[config.mk]
export PLATFORM = sky130hd
export DESIGN_NAME = dpd_coef_bank
export DESIGN_NICKNAME = d
export VERILOG_FILES = /design/src/rtl/dpd_coef_bank_pkg.sv /design/src/rtl/dpd_coef_ram.sv /design/src/rtl/dpd_coef_bank.sv
export SDC_FILE = /design/constraint.sdc
export NUM_CORES = 2
export LEC_CHECK = 0
export CORE_MARGIN = 3
export CORE_UTILIZATION = 24
export DETAILED_ROUTE_END_ITERATION = 8
export PLACE_DENSITY = 0.38
export SLEW_MARGIN = 40
export SYNTH_ARGS = -nofsm -noshare
export SYNTH_HDL_FRONTEND = slang
export SYNTH_HIERARCHICAL = 1
export SYNTH_SLANG_ARGS = --single-unit
export TNS_END_PERCENT = 50
[constraint.sdc]
create_clock -name clk -period 9.6 [get_ports clk]
set_clock_uncertainty 0.2 [all_clocks]
set_input_delay 1.92 -clock clk [delete_from_list [all_inputs] [get_ports clk]]
set_output_delay 1.92 -clock clk [all_outputs]
set_load 0.05 [all_outputs]
[src/rtl/dpd_coef_bank_pkg.sv]
// Shared types and defaults for the DPD coefficient bank.
// The optional readback port is controlled by the DPD_COEF_READBACK_EN macro in the top.
package dpd_coef_bank_pkg;

    localparam int DPD_K_DEF = 3;
    localparam int DPD_M_DEF = 5;
    localparam int DPD_W_DEF = 20;

    typedef logic signed [19:0] s20;

    // Unity gain in Q2.18
    localparam s20 COEF_ONE = 20'sh40000;

    typedef enum logic [1:0] {
        IDLE    = 2'd0,
        PENDING = 2'd1,
        COPY    = 2'd2
    } coef_bank_state_t;

endpackage

[src/rtl/dpd_coef_ram.sv]
// One coefficient bank: N complex words with a single write port and full parallel read.
// Resets to the identity set (coefficient 0 = unity, everything else zero).
module dpd_coef_ram #(
    parameter int N  = 15,
    parameter int W  = 20,
    parameter int AW = 4
) (
    input  logic            clk,
    input  logic            reset_n,
    input  logic            we_i,
    input  logic [AW-1:0]   waddr_i,
    input  logic [W-1:0]    wr_re_i,
    input  logic [W-1:0]    wr_im_i,
    output logic [N*W-1:0]  rd_re_o,
    output logic [N*W-1:0]  rd_im_o
);

    localparam logic [N*W-1:0] IDENT_RE = (N*W)'(1) << (W-2);

    logic [N*W-1:0] mem_re_q;
    logic [N*W-1:0] mem_im_q;

    // Storage array; the caller guarantees waddr_i < N whenever we_i is high
    always_ff @(posedge clk or negedge reset_n) begin
        if (!reset_n) begin
            mem_re_q <= IDENT_RE;
            mem_im_q <= '0;
        end else if (we_i) begin
            mem_re_q[int'(waddr_i)*W +: W] <= wr_re_i;
            mem_im_q[int'(waddr_i)*W +: W] <= wr_im_i;
        end else begin
            mem_re_q <= mem_re_q;
            mem_im_q <= mem_im_q;
        end
    end

    assign rd_re_o = mem_re_q;
    assign rd_im_o = mem_im_q;

endmodule

[src/rtl/dpd_coef_bank.sv]
// Double-buffered K x M complex coefficient bank with sync-aligned swap and copy-back.
// Define DPD_COEF_READBACK_EN to add a registered shadow-bank read port.
module dpd_coef_bank
    import dpd_coef_bank_pkg::*;
#(
    parameter  int K  = DPD_K_DEF,
    parameter  int M  = DPD_M_DEF,
    parameter  int W  = DPD_W_DEF,
    localparam int N  = K*M,
    localparam int AW = $clog2(N)
) (
    input  logic            clk,
    input  logic            reset_n,
    input  logic            wr_en,
    input  logic [AW-1:0]   wr_addr,
    input  logic [W-1:0]    wr_i,
    input  logic [W-1:0]    wr_q,
    input  logic            commit_req,
    input  logic            sync,
`ifdef DPD_COEF_READBACK_EN
    input  logic            rd_en,
    input  logic [AW-1:0]   rd_addr,
    output logic [W-1:0]    rd_i,
    output logic [W-1:0]    rd_q,
    output logic            rd_valid,
`endif
    output logic [N*W-1:0]  coef_i,
    output logic [N*W-1:0]  coef_q,
    output logic            pending,
    output logic            busy,
    output logic            swap_done,
    output logic            wr_err,
    output logic            cmd_err
);

    localparam logic [N*W-1:0] IDENT_RE = (N*W)'(1) << (W-2);
    localparam logic [AW-1:0]  LAST_IDX = AW'(N-1);

    coef_bank_state_t state_q;
    logic             bank_sel_q;
    logic [AW-1:0]    cnt_q;
    logic             pending_q, busy_q, swapped_q, swap_done_q, wr_err_q, cmd_err_q;
    logic [N*W-1:0]   coef_re_q, coef_im_q;

    logic [N*W-1:0]   b0_re_s, b0_im_s, b1_re_s, b1_im_s;
    logic [N*W-1:0]   act_re_s, act_im_s;
    logic             sw_wr_s, shd_we_s, we0_s, we1_s;
    logic [AW-1:0]    shd_addr_s;
    logic [W-1:0]     shd_re_s, shd_im_s;

    // Bank routing: bank_sel names the active bank, the other one is the shadow
    always_comb begin
        sw_wr_s = wr_en && (int'(wr_addr) < N) && (state_q == IDLE);
        if (bank_sel_q) begin
            act_re_s = b1_re_s;
            act_im_s = b1_im_s;
        end else begin
            act_re_s = b0_re_s;
            act_im_s = b0_im_s;
        end
        if (state_q == COPY) begin
            shd_we_s   = 1'b1;
            shd_addr_s = cnt_q;
            shd_re_s   = act_re_s[int'(cnt_q)*W +: W];
            shd_im_s   = act_im_s[int'(cnt_q)*W +: W];
        end else begin
            shd_we_s   = sw_wr_s;
            shd_addr_s = wr_addr;
            shd_re_s   = wr_i;
            shd_im_s   = wr_q;
        end
        we0_s = shd_we_s && bank_sel_q;
        we1_s = shd_we_s && !bank_sel_q;
    end

    dpd_coef_ram #(.N(N), .W(W), .AW(AW)) u_bank0 (
        .clk     (clk),
        .reset_n (reset_n),
        .we_i    (we0_s),
        .waddr_i (shd_addr_s),
        .wr_re_i (shd_re_s),
        .wr_im_i (shd_im_s),
        .rd_re_o (b0_re_s),
        .rd_im_o (b0_im_s)
    );

    dpd_coef_ram #(.N(N), .W(W), .AW(AW)) u_bank1 (
        .clk     (clk),
        .reset_n (reset_n),
        .we_i    (we1_s),
        .waddr_i (shd_addr_s),
        .wr_re_i (shd_re_s),
        .wr_im_i (shd_im_s),
        .rd_re_o (b1_re_s),
        .rd_im_o (b1_im_s)
    );

    // Commit FSM with its status flags and error pulses
    always_ff @(posedge clk or negedge reset_n) begin
        if (!reset_n) begin
            state_q     <= IDLE;
            bank_sel_q  <= 1'b0;
            cnt_q       <= '0;
            pending_q   <= 1'b0;
            busy_q      <= 1'b0;
            swapped_q   <= 1'b0;
            swap_done_q <= 1'b0;
            wr_err_q    <= 1'b0;
            cmd_err_q   <= 1'b0;
        end else begin
            wr_err_q    <= wr_en && !sw_wr_s;
            cmd_err_q   <= commit_req && (state_q != IDLE);
            swapped_q   <= 1'b0;
            swap_done_q <= swapped_q;
            case (state_q)
                IDLE: begin
                    if (commit_req) begin
                        state_q   <= PENDING;
                        pending_q <= 1'b1;
                    end else begin
                        state_q   <= IDLE;
                    end
                end
                PENDING: begin
                    if (sync) begin
                        state_q    <= COPY;
                        bank_sel_q <= ~bank_sel_q;
                        cnt_q      <= '0;
                        swapped_q  <= 1'b1;
                        pending_q  <= 1'b0;
                        busy_q     <= 1'b1;
                    end else begin
                        state_q    <= PENDING;
                    end
                end
                COPY: begin
                    if (cnt_q == LAST_IDX) begin
                        state_q <= IDLE;
                        cnt_q   <= '0;
                        busy_q  <= 1'b0;
                    end else begin
                        cnt_q   <= cnt_q + 1'b1;
                    end
                end
                default: begin
                    state_q   <= IDLE;
                    cnt_q     <= '0;
                    pending_q <= 1'b0;
                    busy_q    <= 1'b0;
                end
            endcase
        end
    end

    // Output image of the active bank; all words change on one edge
    always_ff @(posedge clk or negedge reset_n) begin
        if (!reset_n) begin
            coef_re_q <= IDENT_RE;
            coef_im_q <= '0;
        end else begin
            coef_re_q <= act_re_s;
            coef_im_q <= act_im_s;
        end
    end

    assign coef_i    = coef_re_q;
    assign coef_q    = coef_im_q;
    assign pending   = pending_q;
    assign busy      = busy_q;
    assign swap_done = swap_done_q;
    assign wr_err    = wr_err_q;
    assign cmd_err   = cmd_err_q;

`ifdef DPD_COEF_READBACK_EN
    logic [N*W-1:0] rb_re_s, rb_im_s;
    logic [W-1:0]   rd_re_q, rd_im_q;
    logic           rd_valid_q;

    assign rb_re_s = bank_sel_q ? b0_re_s : b1_re_s;
    assign rb_im_s = bank_sel_q ? b0_im_s : b1_im_s;

    // Shadow readback, one cycle latency, zeros for out-of-range addresses
    always_ff @(posedge clk or negedge reset_n) begin
        if (!reset_n) begin
            rd_re_q    <= '0;
            rd_im_q    <= '0;
            rd_valid_q <= 1'b0;
        end else begin
            rd_valid_q <= rd_en;
            if (rd_en && (int'(rd_addr) < N)) begin
                rd_re_q <= rb_re_s[int'(rd_addr)*W +: W];
                rd_im_q <= rb_im_s[int'(rd_addr)*W +: W];
            end else begin
                rd_re_q <= '0;
                rd_im_q <= '0;
            end
        end
    end

    assign rd_i     = rd_re_q;
    assign rd_q     = rd_im_q;
    assign rd_valid = rd_valid_q;
`endif

endmodule

==> impl_metrics.xml <==
<?xml version="1.0" encoding="UTF-8"?>
<metrics>
  <group name="sta">
    <metric name="post-route-period-util" unit="">0.735</metric>
    <metric name="final-hold-violation-count" unit="">0</metric>
    <metric name="timing.setup.tns" unit="ns">0</metric>
    <metric name="grt_setup_unrepaired" unit="">false</metric>
    <metric name="worst-slew-pin-transition" unit="ns">1.04</metric>
    <metric name="max_clock_freq" unit="GHz">0.142</metric>
    <metric name="maxSlewHeadroom" unit="">0.307</metric>
    <metric name="setup_violations" unit="">0</metric>
    <metric name="report.final.slew_viol_count" unit="">0</metric>
    <metric name="final.min_clock_period" unit="ns">7.05</metric>
  </group>
  <group name="die">
    <metric name="core_region_area" unit="um2">351000</metric>
    <metric name="die_wd" unit="um">601</metric>
    <metric name="floorplan.initialDensity" unit="">0.242</metric>
    <metric name="area_of_the_die" unit="um2">362000</metric>
    <metric name="die_y" unit="um">601</metric>
    <metric name="ios" unit="">654</metric>
    <metric name="placement_rows" unit="">217</metric>
  </group>
  <group name="worst_setup_path">
    <metric name="timing.setup.critical_path_class" unit="">primary input to flip-flop</metric>
    <metric name="worst_setup_path_start_kind" unit="">primary input</metric>
    <metric name="ff2ff_setup_slack" unit="ns">2.58</metric>
    <metric name="worst_setup_path_end_kind" unit="">flip-flop</metric>
    <metric name="worst_path_max_fanout" unit="">10</metric>
    <metric name="required" unit="ns">10.16</metric>
    <metric name="r2r-end" unit="">u_bank0/rd_re_o[84]</metric>
    <metric name="crit-reg2reg-launch" unit="">bank_sel_q</metric>
    <metric name="critical_path_arrival" unit="ns">7.61</metric>
    <metric name="rr_worst_depth" unit="">12</metric>
  </group>
  <group name="drt">
    <metric name="drt-initial-drc-count" unit="">8358</metric>
    <metric name="drt_pre_antenna_iters" unit="">8</metric>
    <metric name="wire_per_inst" unit="um">46.0</metric>
    <metric name="vias_per_cell" unit="">5.36</metric>
    <metric name="ant_nets" unit="">0</metric>
    <metric name="num_vias" unit="">67500</metric>
    <metric name="dr_drc_count" unit="">0</metric>
    <metric name="wl" unit="um">580000</metric>
  </group>
  <group name="global_routing">
    <metric name="wire_length_of_the_first_global_routing_pass" unit="um">736000</metric>
    <metric name="gr-usage-all-layers" unit="">0.312</metric>
    <metric name="overflow" unit="">0</metric>
    <metric name="pin_count_of_the_biggest_net_entering_global_routing" unit="">157</metric>
    <metric name="grt_pass1_vias" unit="">67100</metric>
    <metric name="grt_antenna_before_repair" unit="">153</metric>
  </group>
  <group name="logic_synthesis">
    <metric name="synth_top_area_share" unit="">0.533</metric>
    <metric name="seq_area_frac_synth" unit="">0.534</metric>
    <metric name="synth.area.top_cells" unit="">dfrtp_1, mux2_2, mux4_2</metric>
    <metric name="synth-seq-cells" unit="">1813</metric>
    <metric name="netlist.top_cell.by_area" unit="">dfrtp_1</metric>
    <metric name="post_synth.cell_area_avg" unit="um2">13.3</metric>
    <metric name="synthTopCellsByCount" unit="">dfrtp_1, mux2_2, nand2_1, nor2_1, o22ai_1</metric>
    <metric name="synthArstFlopShare" unit="">1.00</metric>
    <metric name="predominant_post_synthesis_flop_cell" unit="">dfrtp_1</metric>
    <metric name="syn-cell-area" unit="um2">85000</metric>
    <metric name="synth-edff-count" unit="">0</metric>
    <metric name="netlist_instances" unit="">6386</metric>
    <metric name="yosysMostFrequentCell" unit="">dfrtp_1</metric>
    <metric name="mappedNetlistNets" unit="">6453</metric>
    <metric name="yosys.cell_types.count" unit="">107</metric>
    <metric name="synthesis.yosys.warnings" unit="">6</metric>
  </group>
  <group name="run_status">
    <metric name="status" unit="">complete, no violations</metric>
  </group>
  <group name="min_path">
    <metric name="holdCritStartpoint" unit="">swapped_q</metric>
    <metric name="worstHoldPathType" unit="">flip-flop to flip-flop</metric>
    <metric name="timing.hold.worst_endpoint" unit="">swap_done</metric>
    <metric name="timing.hold.worst_path_depth" unit="">0</metric>
  </group>
  <group name="final_layout">
    <metric name="drive_above_1_share" unit="">0.425</metric>
    <metric name="synth_to_final_area_change" unit="%">31.6</metric>
    <metric name="fillers" unit="">35200</metric>
    <metric name="final_instance_area" unit="um2">112000</metric>
    <metric name="nNetsFinal" unit="">7706</metric>
  </group>
  <group name="clocking">
    <metric name="ctsLongestPathBuffers" unit="">4</metric>
    <metric name="cts-htree-levels" unit="">4</metric>
    <metric name="ctsHoldBuffers" unit="">0</metric>
    <metric name="insertion_delay" unit="ns">0.97</metric>
    <metric name="path_clk_slew" unit="ns">0.07</metric>
    <metric name="post_cts_resized" unit="">0</metric>
    <metric name="clock_tree.root_cell" unit="">clkbuf_16</metric>
    <metric name="clock_sinks" unit="">1813</metric>
    <metric name="tritoncts.num_buffers" unit="">218</metric>
    <metric name="cts.repair_timing.setup_buffer_count" unit="">0</metric>
    <metric name="cts_tree" unit="">done</metric>
  </group>
  <group name="placement">
    <metric name="dp_hpwl" unit="um">461000</metric>
    <metric name="placedInstanceArea" unit="um2">104000</metric>
    <metric name="final_gp_congestion" unit="">1.02</metric>
    <metric name="io_buffer_count" unit="">653</metric>
  </group>
  <group name="job">
    <metric name="max_capacitance_violation_count" unit="">0</metric>
  </group>
</metrics>
==> how the worst max path moves through the flow <==
| stage | startpoint | to |
|---|---|---|
| 2_1_floorplan | wr_addr[1] | u_bank0/rd_im_o[96] |
| 3_3_place_gp | wr_addr[2] | u_bank1/rd_im_o[297] |
| 3_5_place_dp | wr_addr[2] | u_bank0/rd_im_o[115] |
| 4_1_cts | wr_addr[2] | u_bank0/rd_im_o[115] |
| 5_1_grt | state_q[0] | u_bank0/rd_im_o[115] |
| 6_report | wr_addr[2] | u_bank0/rd_im_o[115] |
==> layout by cell type, fill, tap and decap left out, types with 40 or more instances in the layout <==
| master | synthesis | routed |
|---|---|---|
| dfrtp_1 | 1810 | 1806 |
| clkbuf_8 | 0 | 46 |
| clkbuf_16 | 0 | 218 |
| clkinv_2 | 0 | 43 |
| buf_12 | 0 | 86 |
| clkdlybuf4s50_1 | 0 | 652 |
| mux2_1 | 80 | 80 |
| nand3_1 | 119 | 119 |
| buf_4 | 15 | 677 |
| o22ai_1 | 249 | 221 |
| o211ai_1 | 44 | 44 |
| a21oi_1 | 115 | 91 |
| diode_2 | 0 | 71 |
| mux2_2 | 1673 | 1673 |
| mux2i_1 | 146 | 125 |
| a221oi_1 | 45 | 40 |
| inv_1 | 63 | 63 |
| nor2_1 | 281 | 266 |
| mux4_2 | 179 | 179 |
| o311ai_1 | 62 | 44 |
| o21ai_0 | 118 | 108 |
| nand2_1 | 418 | 415 |
==> area by class of cell <==
cell class	count	area [um2]	area share
flip-flops and latches	1813	45400	0.405
multi-input cells	4103	38700	0.346
repair buffers	1434	13700	0.122
clock buffers	303	6230	0.0557
well taps	4708	5890	0.0526
clock inverters	103	1570	0.0140
inverters	69	264	0.00236
diodes	71	178	0.00159
==> kinds of logic (layout without fill, tap and decap cells) <==
logic type	Yosys count	after routing	share of synthesized area
multiplexers	2095	2095	0.300
flip-flops	1813	1813	0.534
AND/OR/NAND/NOR	1090	1090	0.0609
AO/OA/AOI/OAI	882	882	0.0747
buffers and inverters	470	1909	0.0261
adder cells (fa/ha/maj)	18	18	0.00282
XOR/XNOR	18	18	0.00230
other	0	71	0
==> critical path: stages <==
cell             delay, ns
clkdlybuf4s50_1       0.49
nand2_1               0.15
o21ai_0               0.19
buf_4                 0.24
ha_1                  0.18
ha_1                  0.24
fa_1                  1.01
nor4b_1               0.21
and2_1                0.23
ha_1                  0.29
nor2b_1               0.29
o211ai_1              0.25
buf_4                 0.23
mux2i_1               0.13
buf_4                 0.25
nor2b_1               0.58
buf_4                 0.33
mux2_2                0.36
==> per-stage QoR <==
step                std cells  setup slack (ns)  utilization  hold slack (ns)
finish                  12600              2.55        0.319            0.182
floorplan                6386              3.08            -            0.131
CTS                     12500              2.73        0.318            0.181
detailed placement      12100              1.79        0.296            0.161
global placement        12100              1.72        0.294            0.145
global route            12500              2.51        0.318            0.192
==> registers in the layout, indices dropped and copies added (netlist names) <==
signal and count:
bank_sel_q 1, busy 1, cmd_err 1, cnt_q 4, coef_i 300, coef_q 300
pending 1, state_q 2, swap_done 1, swapped_q 1, u_bank0/rd_im_o 300, u_bank0/rd_re_o 300
u_bank1/rd_im_o 300, u_bank1/rd_re_o 300, wr_err 1
==> layer usage <==
metal	vias up	track usage	share of wire
li1	26300	-	-
met1	36600	0.422	0.43
met2	3729	0.452	0.42
met3	800	0.0745	0.079
met4	34	0.178	0.069
met5	-	0	0.00040
Power is not shown: default switching activity piles up to over one toggle a cycle in this logic, so the estimate is an artifact.
